`src/rtl/xy2_point_buffer_pkg.sv`:
```
// Shared constants and FSM encoding for the XY2-100 point buffer.
package xy2_point_buffer_pkg;

  localparam int unsigned XY2_DATA_W = 16;
  localparam int unsigned XY2_ADDR_W = 4;

  typedef enum logic [1:0] {
    IDLE = 2'd0,
    REQ  = 2'd1,
    BUSY = 2'd2
  } xy2_fsm_e;

endpackage

```
`src/rtl/xy2_point_buffer_if.sv`:
```
// Point-buffer bus: scan-side strobe, control, and transmitter handshake signals.
interface xy2_point_buffer_if
  import xy2_point_buffer_pkg::*;
#(
  parameter int unsigned DATA_W = XY2_DATA_W,
  parameter int unsigned ADDR_W = XY2_ADDR_W
);

  logic [DATA_W-1:0] x_coord;
  logic [DATA_W-1:0] y_coord;
  logic              xy2_send;
  logic              flush;
  logic              clr_ovf;
  logic              txdone;
  logic              xy2_state;
  logic [DATA_W-1:0] x_data;
  logic [DATA_W-1:0] y_data;
  logic              send_en;
  logic [ADDR_W:0]   fifo_count;
  logic              fifo_empty;
  logic              overflow;

  modport master (
    output x_coord, y_coord, xy2_send, flush, clr_ovf, txdone, xy2_state,
    input  x_data, y_data, send_en, fifo_count, fifo_empty, overflow
  );

  modport slave (
    input  x_coord, y_coord, xy2_send, flush, clr_ovf, txdone, xy2_state,
    output x_data, y_data, send_en, fifo_count, fifo_empty, overflow
  );

endinterface

```
`src/rtl/xy2_point_fifo.sv`:
```
// Synchronous FIFO with async-read storage, occupancy count and sticky overflow.
module xy2_point_fifo #(
  parameter int unsigned WIDTH  = 32,
  parameter int unsigned ADDR_W = 4
) (
  input  logic              clk,
  input  logic              reset,
  input  logic              flush_i,
  input  logic              push_i,
  input  logic [WIDTH-1:0]  wdata_i,
  input  logic              pop_i,
  input  logic              clr_ovf_i,
  output logic [WIDTH-1:0]  rdata_o,
  output logic [ADDR_W:0]   count_o,
  output logic              empty_o,
  output logic              overflow_o
);

  localparam int unsigned     DEPTH    = 1 << ADDR_W;
  localparam logic [ADDR_W:0] FULL_CNT = (ADDR_W+1)'(DEPTH);

  logic [WIDTH-1:0]  mem_q [DEPTH];
  logic [ADDR_W-1:0] wr_ptr_q, wr_ptr_d;
  logic [ADDR_W-1:0] rd_ptr_q, rd_ptr_d;
  logic [ADDR_W:0]   count_q, count_d;
  logic              ovf_q, ovf_d;
  logic              empty, full, do_pop, do_push, drop;

  assign empty   = (count_q == '0);
  assign full    = (count_q == FULL_CNT);
  assign do_pop  = pop_i && !empty;
  // A pop in the same cycle frees the slot, so a full FIFO can still accept.
  assign do_push = push_i && !flush_i && (!full || do_pop);
  assign drop    = push_i && !flush_i && full && !do_pop;

  always_comb begin
    wr_ptr_d = wr_ptr_q;
    rd_ptr_d = rd_ptr_q;
    count_d  = count_q;
    if (flush_i) begin
      wr_ptr_d = '0;
      rd_ptr_d = '0;
      count_d  = '0;
    end else begin
      if (do_push) wr_ptr_d = wr_ptr_q + 1'b1;
      if (do_pop)  rd_ptr_d = rd_ptr_q + 1'b1;
      case ({do_push, do_pop})
        2'b10:   count_d = count_q + 1'b1;
        2'b01:   count_d = count_q - 1'b1;
        default: count_d = count_q;
      endcase
    end
  end

  always_comb begin
    ovf_d = ovf_q;
    if (drop)           ovf_d = 1'b1;
    else if (clr_ovf_i) ovf_d = 1'b0;
  end

  always_ff @(posedge clk or posedge reset) begin
    if (reset) begin
      wr_ptr_q <= '0;
      rd_ptr_q <= '0;
      count_q  <= '0;
      ovf_q    <= 1'b0;
    end else begin
      wr_ptr_q <= wr_ptr_d;
      rd_ptr_q <= rd_ptr_d;
      count_q  <= count_d;
      ovf_q    <= ovf_d;
    end
  end

  always_ff @(posedge clk) begin
    if (do_push) mem_q[wr_ptr_q] <= wdata_i;
  end

  assign rdata_o    = mem_q[rd_ptr_q];
  assign count_o    = count_q;
  assign empty_o    = empty;
  assign overflow_o = ovf_q;

endmodule

```
`src/rtl/xy2_point_buffer.sv`:
```
// Elastic point buffer feeding the XY2-100 transmitter one frame at a time.
module xy2_point_buffer
  import xy2_point_buffer_pkg::*;
#(
  parameter int unsigned DATA_W = XY2_DATA_W,
  parameter int unsigned ADDR_W = XY2_ADDR_W
) (
  input logic               clk,
  input logic               reset,
  xy2_point_buffer_if.slave bus
);

  xy2_fsm_e            state_q, state_d;
  logic [DATA_W-1:0]   x_q, x_d;
  logic [DATA_W-1:0]   y_q, y_d;
  logic                send_en_q, send_en_d;
  logic                pop;
  logic [2*DATA_W-1:0] head;
  logic [ADDR_W:0]     count;
  logic                empty;
  logic                overflow;

  xy2_point_fifo #(
    .WIDTH  (2*DATA_W),
    .ADDR_W (ADDR_W)
  ) u_fifo (
    .clk        (clk),
    .reset      (reset),
    .flush_i    (bus.flush),
    .push_i     (bus.xy2_send),
    .wdata_i    ({bus.x_coord, bus.y_coord}),
    .pop_i      (pop),
    .clr_ovf_i  (bus.clr_ovf),
    .rdata_o    (head),
    .count_o    (count),
    .empty_o    (empty),
    .overflow_o (overflow)
  );

  always_ff @(posedge clk or posedge reset) begin
    if (reset) begin
      state_q   <= IDLE;
      x_q       <= '0;
      y_q       <= '0;
      send_en_q <= 1'b0;
    end else begin
      state_q   <= state_d;
      x_q       <= x_d;
      y_q       <= y_d;
      send_en_q <= send_en_d;
    end
  end

  always_comb begin
    state_d = state_q;
    case (state_q)
      IDLE:    if (!empty && !bus.xy2_state)         state_d = REQ;
      REQ:     if (bus.xy2_state)                    state_d = BUSY;
      BUSY:    if (bus.txdone || !bus.xy2_state)     state_d = IDLE;
      default:                                       state_d = IDLE;
    endcase
  end

  // send_en is registered from the next state, so it drops on the same edge the FSM enters BUSY.
  always_comb begin
    pop       = (state_q == IDLE) && (state_d == REQ);
    x_d       = x_q;
    y_d       = y_q;
    send_en_d = (state_d == REQ);
    if (pop) begin
      x_d = head[2*DATA_W-1:DATA_W];
      y_d = head[DATA_W-1:0];
    end
  end

  assign bus.x_data     = x_q;
  assign bus.y_data     = y_q;
  assign bus.send_en    = send_en_q;
  assign bus.fifo_count = count;
  assign bus.fifo_empty = empty;
  assign bus.overflow   = overflow;

endmodule

```
`src/flat_wrapper.sv`:
```
// flat-port wrapper written by rule: the top's interface ports become plain ports
module xy2_point_buffer_flat import xy2_point_buffer_pkg::*;
#(
  parameter int unsigned DATA_W = XY2_DATA_W,
  parameter int unsigned ADDR_W = XY2_ADDR_W
)
  (clk, reset, bus_x_coord, bus_y_coord, bus_xy2_send, bus_flush, bus_clr_ovf, bus_txdone, bus_xy2_state, bus_x_data, bus_y_data, bus_send_en, bus_fifo_count, bus_fifo_empty, bus_overflow);
  xy2_point_buffer_if #(.DATA_W(DATA_W), .ADDR_W(ADDR_W)) bus_i ();
  input logic clk;
  input logic reset;
  input wire logic [$bits(bus_i.x_coord)-1:0] bus_x_coord;
  input wire logic [$bits(bus_i.y_coord)-1:0] bus_y_coord;
  input wire logic [$bits(bus_i.xy2_send)-1:0] bus_xy2_send;
  input wire logic [$bits(bus_i.flush)-1:0] bus_flush;
  input wire logic [$bits(bus_i.clr_ovf)-1:0] bus_clr_ovf;
  input wire logic [$bits(bus_i.txdone)-1:0] bus_txdone;
  input wire logic [$bits(bus_i.xy2_state)-1:0] bus_xy2_state;
  output wire logic [$bits(bus_i.x_data)-1:0] bus_x_data;
  output wire logic [$bits(bus_i.y_data)-1:0] bus_y_data;
  output wire logic [$bits(bus_i.send_en)-1:0] bus_send_en;
  output wire logic [$bits(bus_i.fifo_count)-1:0] bus_fifo_count;
  output wire logic [$bits(bus_i.fifo_empty)-1:0] bus_fifo_empty;
  output wire logic [$bits(bus_i.overflow)-1:0] bus_overflow;
  assign bus_i.x_coord = bus_x_coord;
  assign bus_i.y_coord = bus_y_coord;
  assign bus_i.xy2_send = bus_xy2_send;
  assign bus_i.flush = bus_flush;
  assign bus_i.clr_ovf = bus_clr_ovf;
  assign bus_i.txdone = bus_txdone;
  assign bus_i.xy2_state = bus_xy2_state;
  assign bus_x_data = bus_i.x_data;
  assign bus_y_data = bus_i.y_data;
  assign bus_send_en = bus_i.send_en;
  assign bus_fifo_count = bus_i.fifo_count;
  assign bus_fifo_empty = bus_i.fifo_empty;
  assign bus_overflow = bus_i.overflow;
  xy2_point_buffer #(.DATA_W(DATA_W), .ADDR_W(ADDR_W)) u_core (.clk(clk), .reset(reset), .bus(bus_i));
endmodule
```
`config.mk`:
```
export PLATFORM = sky130hd
export DESIGN_NAME = xy2_point_buffer_flat
export DESIGN_NICKNAME = d
export VERILOG_FILES = /design/src/rtl/xy2_point_buffer_pkg.sv /design/src/rtl/xy2_point_buffer_if.sv /design/src/rtl/xy2_point_fifo.sv /design/src/rtl/xy2_point_buffer.sv /design/src/flat_wrapper.sv
export SDC_FILE = /design/constraint.sdc
export NUM_CORES = 1
export LEC_CHECK = 0
export ABC_AREA = 1
export CAP_MARGIN = 20
export CORE_MARGIN = 2
export CORE_UTILIZATION = 37
export DETAILED_ROUTE_END_ITERATION = 7
export PLACE_DENSITY = 0.49
export SLEW_MARGIN = 30
export SYNTH_ARGS = -nofsm -noshare
export SYNTH_HDL_FRONTEND = slang
export SYNTH_SLANG_ARGS = --single-unit
```
`constraint.sdc`:
```
create_clock -name clk -period 4.16 [get_ports clk]
set_input_delay 0.832 -clock clk [delete_from_list [all_inputs] [get_ports clk]]
set_output_delay 0.832 -clock clk [all_outputs]
set_load 0.005 [all_outputs]
```
== After elaboration in Yosys (flattened, before gate mapping) ==
Memory sizes are Yosys's and may differ from the RTL's. A register that Yosys moved wholly into a read port is not among the register bits.
Cells that the tools add are included.
W data, S select, Z words.

* $add $sub $neg: 4
* Eq/ne operators: 6
* Muxes and demuxes: 14
* Reductions and logical operators: 20

{| class="wikitable"
|+ Operators with widths
! kind !! count
|-
| $mux W4 || 4
|-
| $pmux W5 S2 || 1
|-
| $add A4 B1 Y4 const B || 2
|-
| $logic_and A1 B1 Y1 || 7
|-
| $eq A2 B1 Y1 const B || 3
|-
| $mux W2 || 3
|-
| $pmux W2 S3 || 1
|-
| $reduce_bool A2 Y1 || 3
|-
| $add A5 B1 Y5 const B || 1
|-
| $eq A5 B5 Y1 const B || 1
|-
| $logic_not A1 Y1 || 5
|-
| $logic_not A5 Y1 || 1
|-
| $mux W5 || 1
|-
| $sub A5 B1 Y5 const B || 1
|-
| $eq A2 B2 Y1 const B || 2
|-
| $mux W1 || 4
|-
| $reduce_bool A3 Y1 || 1
|-
| $logic_not A2 Y1 || 1
|-
| $logic_or A1 B1 Y1 || 2
|}

* Register bits: 17
* Memory bits (writable): 512
* Output and inout port bits: 40
* Logic and storage cells: 51
* Memories: 1

{| class="wikitable"
|+ Memories
! name !! words !! bits a word !! read ports !! clocked after memory_dff !! write ports !! RTL line !! source
|-
| u_core.u_fifo.mem_q || 16 || 32 || 1 || 1 || 1 || xy2_point_fifo.sv:22 || <nowiki>logic [WIDTH-1:0] mem_q [DEPTH];</nowiki>
|}

== Depth between registers and ports, before layout ==
Gate-level depths: netlist (run 1).

* Depth after elaboration: 13
* Gate-level depth with buffers: 14
* Gate-level depth less buffers: 14

== Cells and area by module ==
A second synthesis (run 1) with hierarchy kept.

* Cells, all modules: 1643
* Area, all modules: 22984.5 µm²

{| class="wikitable"
|+ Modules (own cells, without submodules)
! module !! times used !! cells an instance !! area an instance (µm²)
|-
| xy2_point_fifo || 1 || 1487 || 21539.4
|-
| xy2_point_buffer || 1 || 156 || 1445.1
|}

== Worst setup path after synthesis (run 1) ==
Ideal clock, no wire load.

* Path kind: input to register
* Start point: input port bus_xy2_state
* End point: memory u_core.u_fifo.mem_q[15][0], enable pin
* Setup time: 0.421 ns
* Arrival: 2.920 ns
* Slack: 0.819 ns
* Stages on the path: 7
* Path buffers: 0
* Cells stage by stage: nor2_2 -> nand3_4 -> nand2_2 -> nand2_1 -> inv_2 -> nand3_1 -> nor2_1

* Cells in the longest elaborated chain, start to end: 11
* Elaborated cells on any way between the ends: 14

{| class="wikitable"
|+ Ends and longest elaborated chain
! what !! RTL line !! source
|-
| start, declared || flat_wrapper.sv:17 || <nowiki>input wire logic [$bits(bus_i.xy2_state)-1:0] bus_xy2_state;</nowiki>
|-
| $logic_not A1 Y1 || xy2_point_buffer.sv:57, xy2_point_buffer.sv:59 ||
|-
| $logic_or A1 B1 Y1 / $logic_and A1 B1 Y1 (equally long branches) || xy2_point_buffer.sv:59, xy2_point_buffer.sv:57 ||
|-
| $mux W2, on equally long branches || xy2_point_buffer.sv:59, xy2_point_buffer.sv:57 ||
|-
| $pmux W2 S3 (*) || xy2_point_buffer.sv:56 || <nowiki>case (state_q)</nowiki>
|-
| $eq A2 B1 Y1 (*) || xy2_point_buffer.sv:66 || <nowiki>pop = (state_q == IDLE) && (state_d == REQ);</nowiki>
|-
| $logic_and A1 B1 Y1 (*) || xy2_point_buffer.sv:66 ||
|-
| $logic_and A1 B1 Y1 (*) || xy2_point_fifo.sv:31 || <nowiki>assign do_pop = pop_i && !empty;</nowiki>
|-
| $logic_or A1 B1 Y1 (*) || xy2_point_fifo.sv:33 || <nowiki>assign do_push = push_i && !flush_i && (!full || do_pop);</nowiki>
|-
| $logic_and A1 B1 Y1 (*) || xy2_point_fifo.sv:33 ||
|-
| $mux W1 (*) || xy2_point_fifo.sv:76 || <nowiki>if (do_push) mem_q[wr_ptr_q] <= wdata_i;</nowiki>
|-
| $mux W1 (implied by the code) (*) || xy2_point_fifo.sv:76 ||
|-
| end, declared || xy2_point_fifo.sv:22 ||
|}

Mark *: on every way between the ends. The rest lies on a longest branch, timed or not.

==> results of run 1 <==
-- area by class of cell --
cell class	count	area, um^2
Fill cell	5567	34100
Sequential cell	561	16600
Multi-Input combinational cell	1172	5390
Clock buffer	81	1700
Timing Repair Buffer	121	1200
Tap cell	782	978
Clock inverter	35	437
Inverter	44	174
-- power by group --
part | switching (mW) | internal [mW] | total (mW)
clock network | 2.22 | 3.49 | 5.71
logic | 2.29 | 1.15 | 3.44
registers | 0.155 | 6.41 | 6.57
total | 4.66 | 11.1 | 15.7
-- final timing paths --
| kind | start | endpoint | slack [ns] |
|---|---|---|---|
| max | u_core.u_fifo.rd_ptr_q[1] | u_core.bus.y_data[13] | 1.33 |
| min | reset | u_core.u_fifo.rd_ptr_q[3] | 0.46 |
| max reg2reg | u_core.u_fifo.rd_ptr_q[1] | u_core.bus.y_data[13] | 1.33 |
| min reg2reg | u_core.bus.x_data[13] | u_core.bus.x_data[13] | 0.48 |
| max in group asynchronous | reset | u_core.u_fifo.rd_ptr_q[1] | 2.96 |
| min in group clk | u_core.bus.x_data[13] | u_core.bus.x_data[13] | 0.48 |
-- routing by layer --
metal | share of wire (%) | routed length (um) | vias to the layer above
met5 | 0 | 0 | -
met4 | 1.9 | 1100 | 0
met3 | 4.6 | 2730 | 68
met2 | 46 | 27600 | 316
met1 | 47 | 27900 | 7110
li1 | - | - | 6741
-- cells in the final DEF, fill, tap and decap left out, types with 6 or more instances in the layout --
cell             instances
clkinv_2                13
o22ai_1                 19
nand2_1                636
inv_2                    8
edfxtp_1               512
clkdlybuf4s50_1         78
o21ai_0                 47
nand3_1                255
clkinv_1                 7
o21ai_1                 14
nor2_4                  16
bufinv_16               10
clkbuf_16               63
ha_1                     8
o211ai_1                18
dfrtp_1                 47
a21boi_0                18
inv_1                   33
clkbuf_8                 6
buf_12                   8
nand2_2                  6
buf_4                   35
a21oi_1                 58
clkbuf_1                12
nor2_1                  60
-- sequential cells by signal (all words and copies together) (netlist names) --
register and cells:
u_core.u_fifo.mem_q 512, u_core.bus.x_data 16, u_core.bus.y_data 16, u_core.u_fifo.count_o 5
u_core.u_fifo.rd_ptr_q 4, u_core.u_fifo.wr_ptr_q 4, u_core.state_q 2, u_core.bus.send_en 1
u_core.u_fifo.overflow_o 1
-- critical path, delay by kind of cell, from the launching register on --
kind | cells | cell delay [ns]
AND/OR/NAND/NOR | 4 | 0.33
flip-flops | 1 | 0.74
buffers and inverters | 3 | 1.34
AO/OA/AOI/OAI | 2 | 0.30
-- kinds of logic (layout without fill, tap and decap cells) --
family	Yosys count	count (layout)	share of synthesized area [%]
AND/OR/NAND/NOR	981	981	18.0
flip-flops	561	561	73.0
AO/OA/AOI/OAI	178	178	4.51
buffers and inverters	150	281	3.83
adder cells (fa/ha/maj)	9	9	0.528
XOR/XNOR	4	4	0.154
-- through the flow --
stage                     setup slack (ns)  hold slack [ns]  instances  utilization [%]  power [mW]
after floorplan                      0.819            0.472       1883                -        9.04
after global placement               0.974            0.467       2680             40.2        10.1
after detailed placement             0.892            0.466       2680             40.2        10.2
after CTS                             1.31            0.436       2796             43.7        15.9
after global routing                  1.15            0.464       2796             43.7        16.5
final                                 1.33            0.463       2796             43.7        15.7
==> qor.yml, run 1 <==
outcome: "complete, no violations"
critical-path-max-stage-delay_ns: 0.74
grtUsageMet2_pct: 30.0
cts_tree: "built"
fmax_ghz: 0.353
grt_use_total_pct: 18.8
vias_per_cell: 5.09
rsz0062_at_grt: "false"
clock_skew_ns: 0.0102
grt_pass1_wl_um: 89300
first_pass_iters: 5
cts_root_buf: "clkbuf_16"
synth_edf_count: 512
drcViolationCount: 0
gr-total-overflow: 0
cp.arrival_ns: 3.38
place_congestion: 0.747
grt_start_max_net_pins: 184
clk_pin_slew_worst_paths_ns: 0.06
critPathMostFrequentCell: "nand2_1"
synth_top_area_cell: "edfxtp_1"
placed_area_um2: 24300
grt_use_met3_pct: 2.71
yosys.area.top_type_share_pct: 67.6
yosys_warnings: 0
cts_setup_buffers: 0
ir_drop_v: 0.000379
synth_seq_cells: 561
syn-cell-area_um2: 22700
port_buffers: 78
syn-num-nets: 1931
tightest_slew_ns: 1.09
synth_cell_types: 34
wl_per_cell_um: 21.2
core_um2: 60600
async_flop_share_pct: 8.73
leakagePower_nw: 9.79
power_density_nw_per_um2: 593
crit_slowest_cell: "dfrtp_4"
clock-sinks: 561
seq_area_frac_synth_pct: 73.0
cts_resized: 0
dieWidth_um: 252
drt-total-wl_um: 59300
clk_path_buf_depth: 3
avgSynthCellArea_um2: 12.1
maxSlewViolCount: 0
hold_class: "in -> async"
met1_usage_pct: 27.1
grt_pass1_vias: 13800
io_pins: 79
tns_ns: 0
slew_headroom_pct: 27.5
ys.flop_type: "edfxtp_1"
path_cells: "clkinv_2, buf_4, buf_4, o21ai_0, o22ai_1, nand2_1, nand2_1, nand3_1, nand2_1"
crit_type: "reg -> reg"
rows: 90
yosysMostFrequentCell: "nand2_1"
netlist_instances: 1883
drt_iter0_drc: 1271
routed-via-count: 14200
clock_latency_ns: 0.61
required_ns: 4.71
cp_max_fo: 64
area_growth_pct: 16.5
n_antenna_cell: 0
setup_violations: 0
holdBufCountCts: 0
final_nets: 2009
top_usage_layer: "met2"
die_height_um: 252
startpoint_type: "flip-flop"
end_kind: "flip-flop"
finish.instance_area_um2: 26500
drive_gt1_share_pct: 9.09
fin_crit_sh_pct: 68.1
hpwl_um: 32800
reg2reg_depth: 9
htreeDepth: 2
grt_antenna_before_repair: 0
ant_nets: 0
fin_crit_ns: 2.83
cts-buffers-inserted: 61
final_hold_viol_count: 0
synth_area_leaders: "edfxtp_1 68%, nand2_1 11%, nand3_1 5.6%, dfrtp_1 5.4%, a21oi_1 1.3%"
dieArea_um2: 63400
drv_cap: 0
synth_common_cells: "637 x nand2_1, 512 x edfxtp_1, 255 x nand3_1, 76 x nor2_1, 58 x a21oi_1"
start_util_pct: 37.5
(Power assumes the default switching activity.)
==> run 2: changes to the inputs <==
==> constraint.sdc (replaced) <==
create_clock -name clk -period 2.7 [get_ports clk]
set_input_delay 0.54 -clock clk [delete_from_list [all_inputs] [get_ports clk]]
set_output_delay 0.54 -clock clk [all_outputs]
set_load 0.005 [all_outputs]
==> run 2 against run 1 <==
Against the previous run:
- clock power up 47%
- combinational power up 62%
- via count up 0.77%
- setup slack worse by 1.2 ns
- sequential cell count unchanged
- core utilization up 0.69 points
- critical path type is now reg -> out
==> qor.yml, run 2 (synthesis gave the netlist of run 1 again) <==
holdBufCountCts: 0
clock-sinks: 561
cpLargestDelayFamily: "buffers and inverters"
drcViolationCount: 0
final_cell_mix: "637 x nand2_1, 512 x edfxtp_1, 255 x nand3_1"
grt_pass1_vias: 14000
port_buffers: 78
finish.instance_area_um2: 26900
top_register: "u_core.u_fifo.mem_q"
cts_resized: 0
timing.hold.ws_ns: 0.319
fillers: 5576
hpwl_um: 35600
drive_gt1_share_pct: 10.4
cp_max_fo: 5
r2r_start: "u_core.u_fifo.count_o[1]"
htreeDepth: 2
die_height_um: 252
cts-buffers-inserted: 58
drt-total-wl_um: 60400
ant_nets: 0
grt_pass1_wl_um: 90400
io_pins: 79
cp.arrival_ns: 2.00
path_cells: "nor2_1, nand3_2, inv_1, clkdlybuf4s50_1"
fin_crit_ns: 2.54
cts_tree: "built"
maxSlewViolCount: 0
drt_iter0_drc: 1157
power_density_nw_per_um2: 895
vias_per_cell: 5.08
multi_input_area_um2: 5380
grt_use_total_pct: 19.1
finish.utilization_pct: 44.4
area_growth_pct: 18.4
cts_setup_buffers: 0
setup_ws_ns: 0.157
setup_violations: 0
total_power_mw: 24.1
placed_area_um2: 24900
clk_pin_slew_worst_paths_ns: 0.07
cts_root_buf: "clkbuf_16"
final_hold_viol_count: 0
grt_antenna_before_repair: 1
startpoint_type: "flip-flop"
fin_crit_sh_pct: 94.2
rr_endpoint: "u_core.u_fifo.count_o[4]"
largest_reg_flops: 512
leakagePower_nw: 9.98
wl_per_cell_um: 21.4
gr-total-overflow: 0
slew_headroom_pct: 45.0
rows: 90
required_ns: 2.16
drv_cap: 0
fmax_ghz: 0.393
path_buf_inv: 2
dp_slack_ns: 0.0848
clk_path_buf_depth: 3
first_pass_iters: 5
outcome: "complete, no violations"
end_kind: "output port"
rrSetupSlack_ns: 0.46
dieWidth_um: 252
core_um2: 60600
place_congestion: 0.798
clock_latency_ns: 0.62
tightest_slew_ns: 0.825
final_nets: 2038
dieArea_um2: 63400
grt_start_max_net_pins: 136
reg2reg_depth: 9
rsz0062_at_grt: "false"
clock_skew_ns: 0.0165
hold_class: "in -> async"
n_antenna_cell: 0
seqCellArea_um2: 16600
crit_type: "reg -> out"
critical-path-max-stage-delay_ns: 0.50
crit_slowest_cell: "clkdlybuf4s50_1"
start_util_pct: 37.5
routed-via-count: 14300
ir_drop_v: 0.000868
final_common_cell: "nand2_1"
[run 2: metal layers]
| layer | track usage (%) | vias to the layer above | share of wire [%] |
|---|---|---|---|
| li1 | - | 6807 | - |
| met1 | 27.5 | 7132 | 46 |
| met2 | 31.0 | 345 | 47 |
| met3 | 2.71 | 60 | 4.5 |
| met4 | 4.29 | 0 | 1.7 |
| met5 | 0 | - | 0 |
[run 2: final cells by class]
class                   instances  area share [%]
flip-flops and latches        561            61.7
multi-input cells            1172            20.0
repair buffers                153            6.57
clock buffers                  74            5.88
well taps                     782            3.64
clock inverters                35            1.56
inverters                      44           0.637
[run 2: how the worst max path moves through the flow]
stage	slack [ns]	endpoint	startpoint	cells after the start
after global placement	0.07	u_core.u_fifo.mem_q[7][12]	bus_xy2_state	9
after detailed placement	0.08	u_core.u_fifo.mem_q[10][6]	bus_xy2_state	9
final	0.16	bus_fifo_empty	u_core.u_fifo.count_o[1]	4
after global routing	0.02	bus_fifo_empty	u_core.u_fifo.count_o[1]	4
after CTS	0.10	bus_fifo_empty	u_core.u_fifo.count_o[1]	4
after floorplan	-0.35	u_core.u_fifo.mem_q[15][0]	bus_xy2_state	7
[run 2: where the power goes]
group	switching, mW	internal, mW	leakage (nW)
clock network	3.37	5.00	0.992
logic	3.64	1.95	3.75
registers	0.255	9.88	5.24
total	7.26	16.8	9.98
[run 2: per-stage QoR]
stage | setup TNS, ns | instances
6_report | 0 | 2821
5_1_grt | 0 | 2821
4_1_cts | 0 | 2821
3_5_place_dp | 0 | 2712
3_3_place_gp | 0 | 2712
2_1_floorplan | -88.19 | 1883
[run 2: worst min-delay path: stages]
cell and delay [ns]:
clkdlybuf4s50_1 0.41, inv_2 0.07, buf_12 0.31
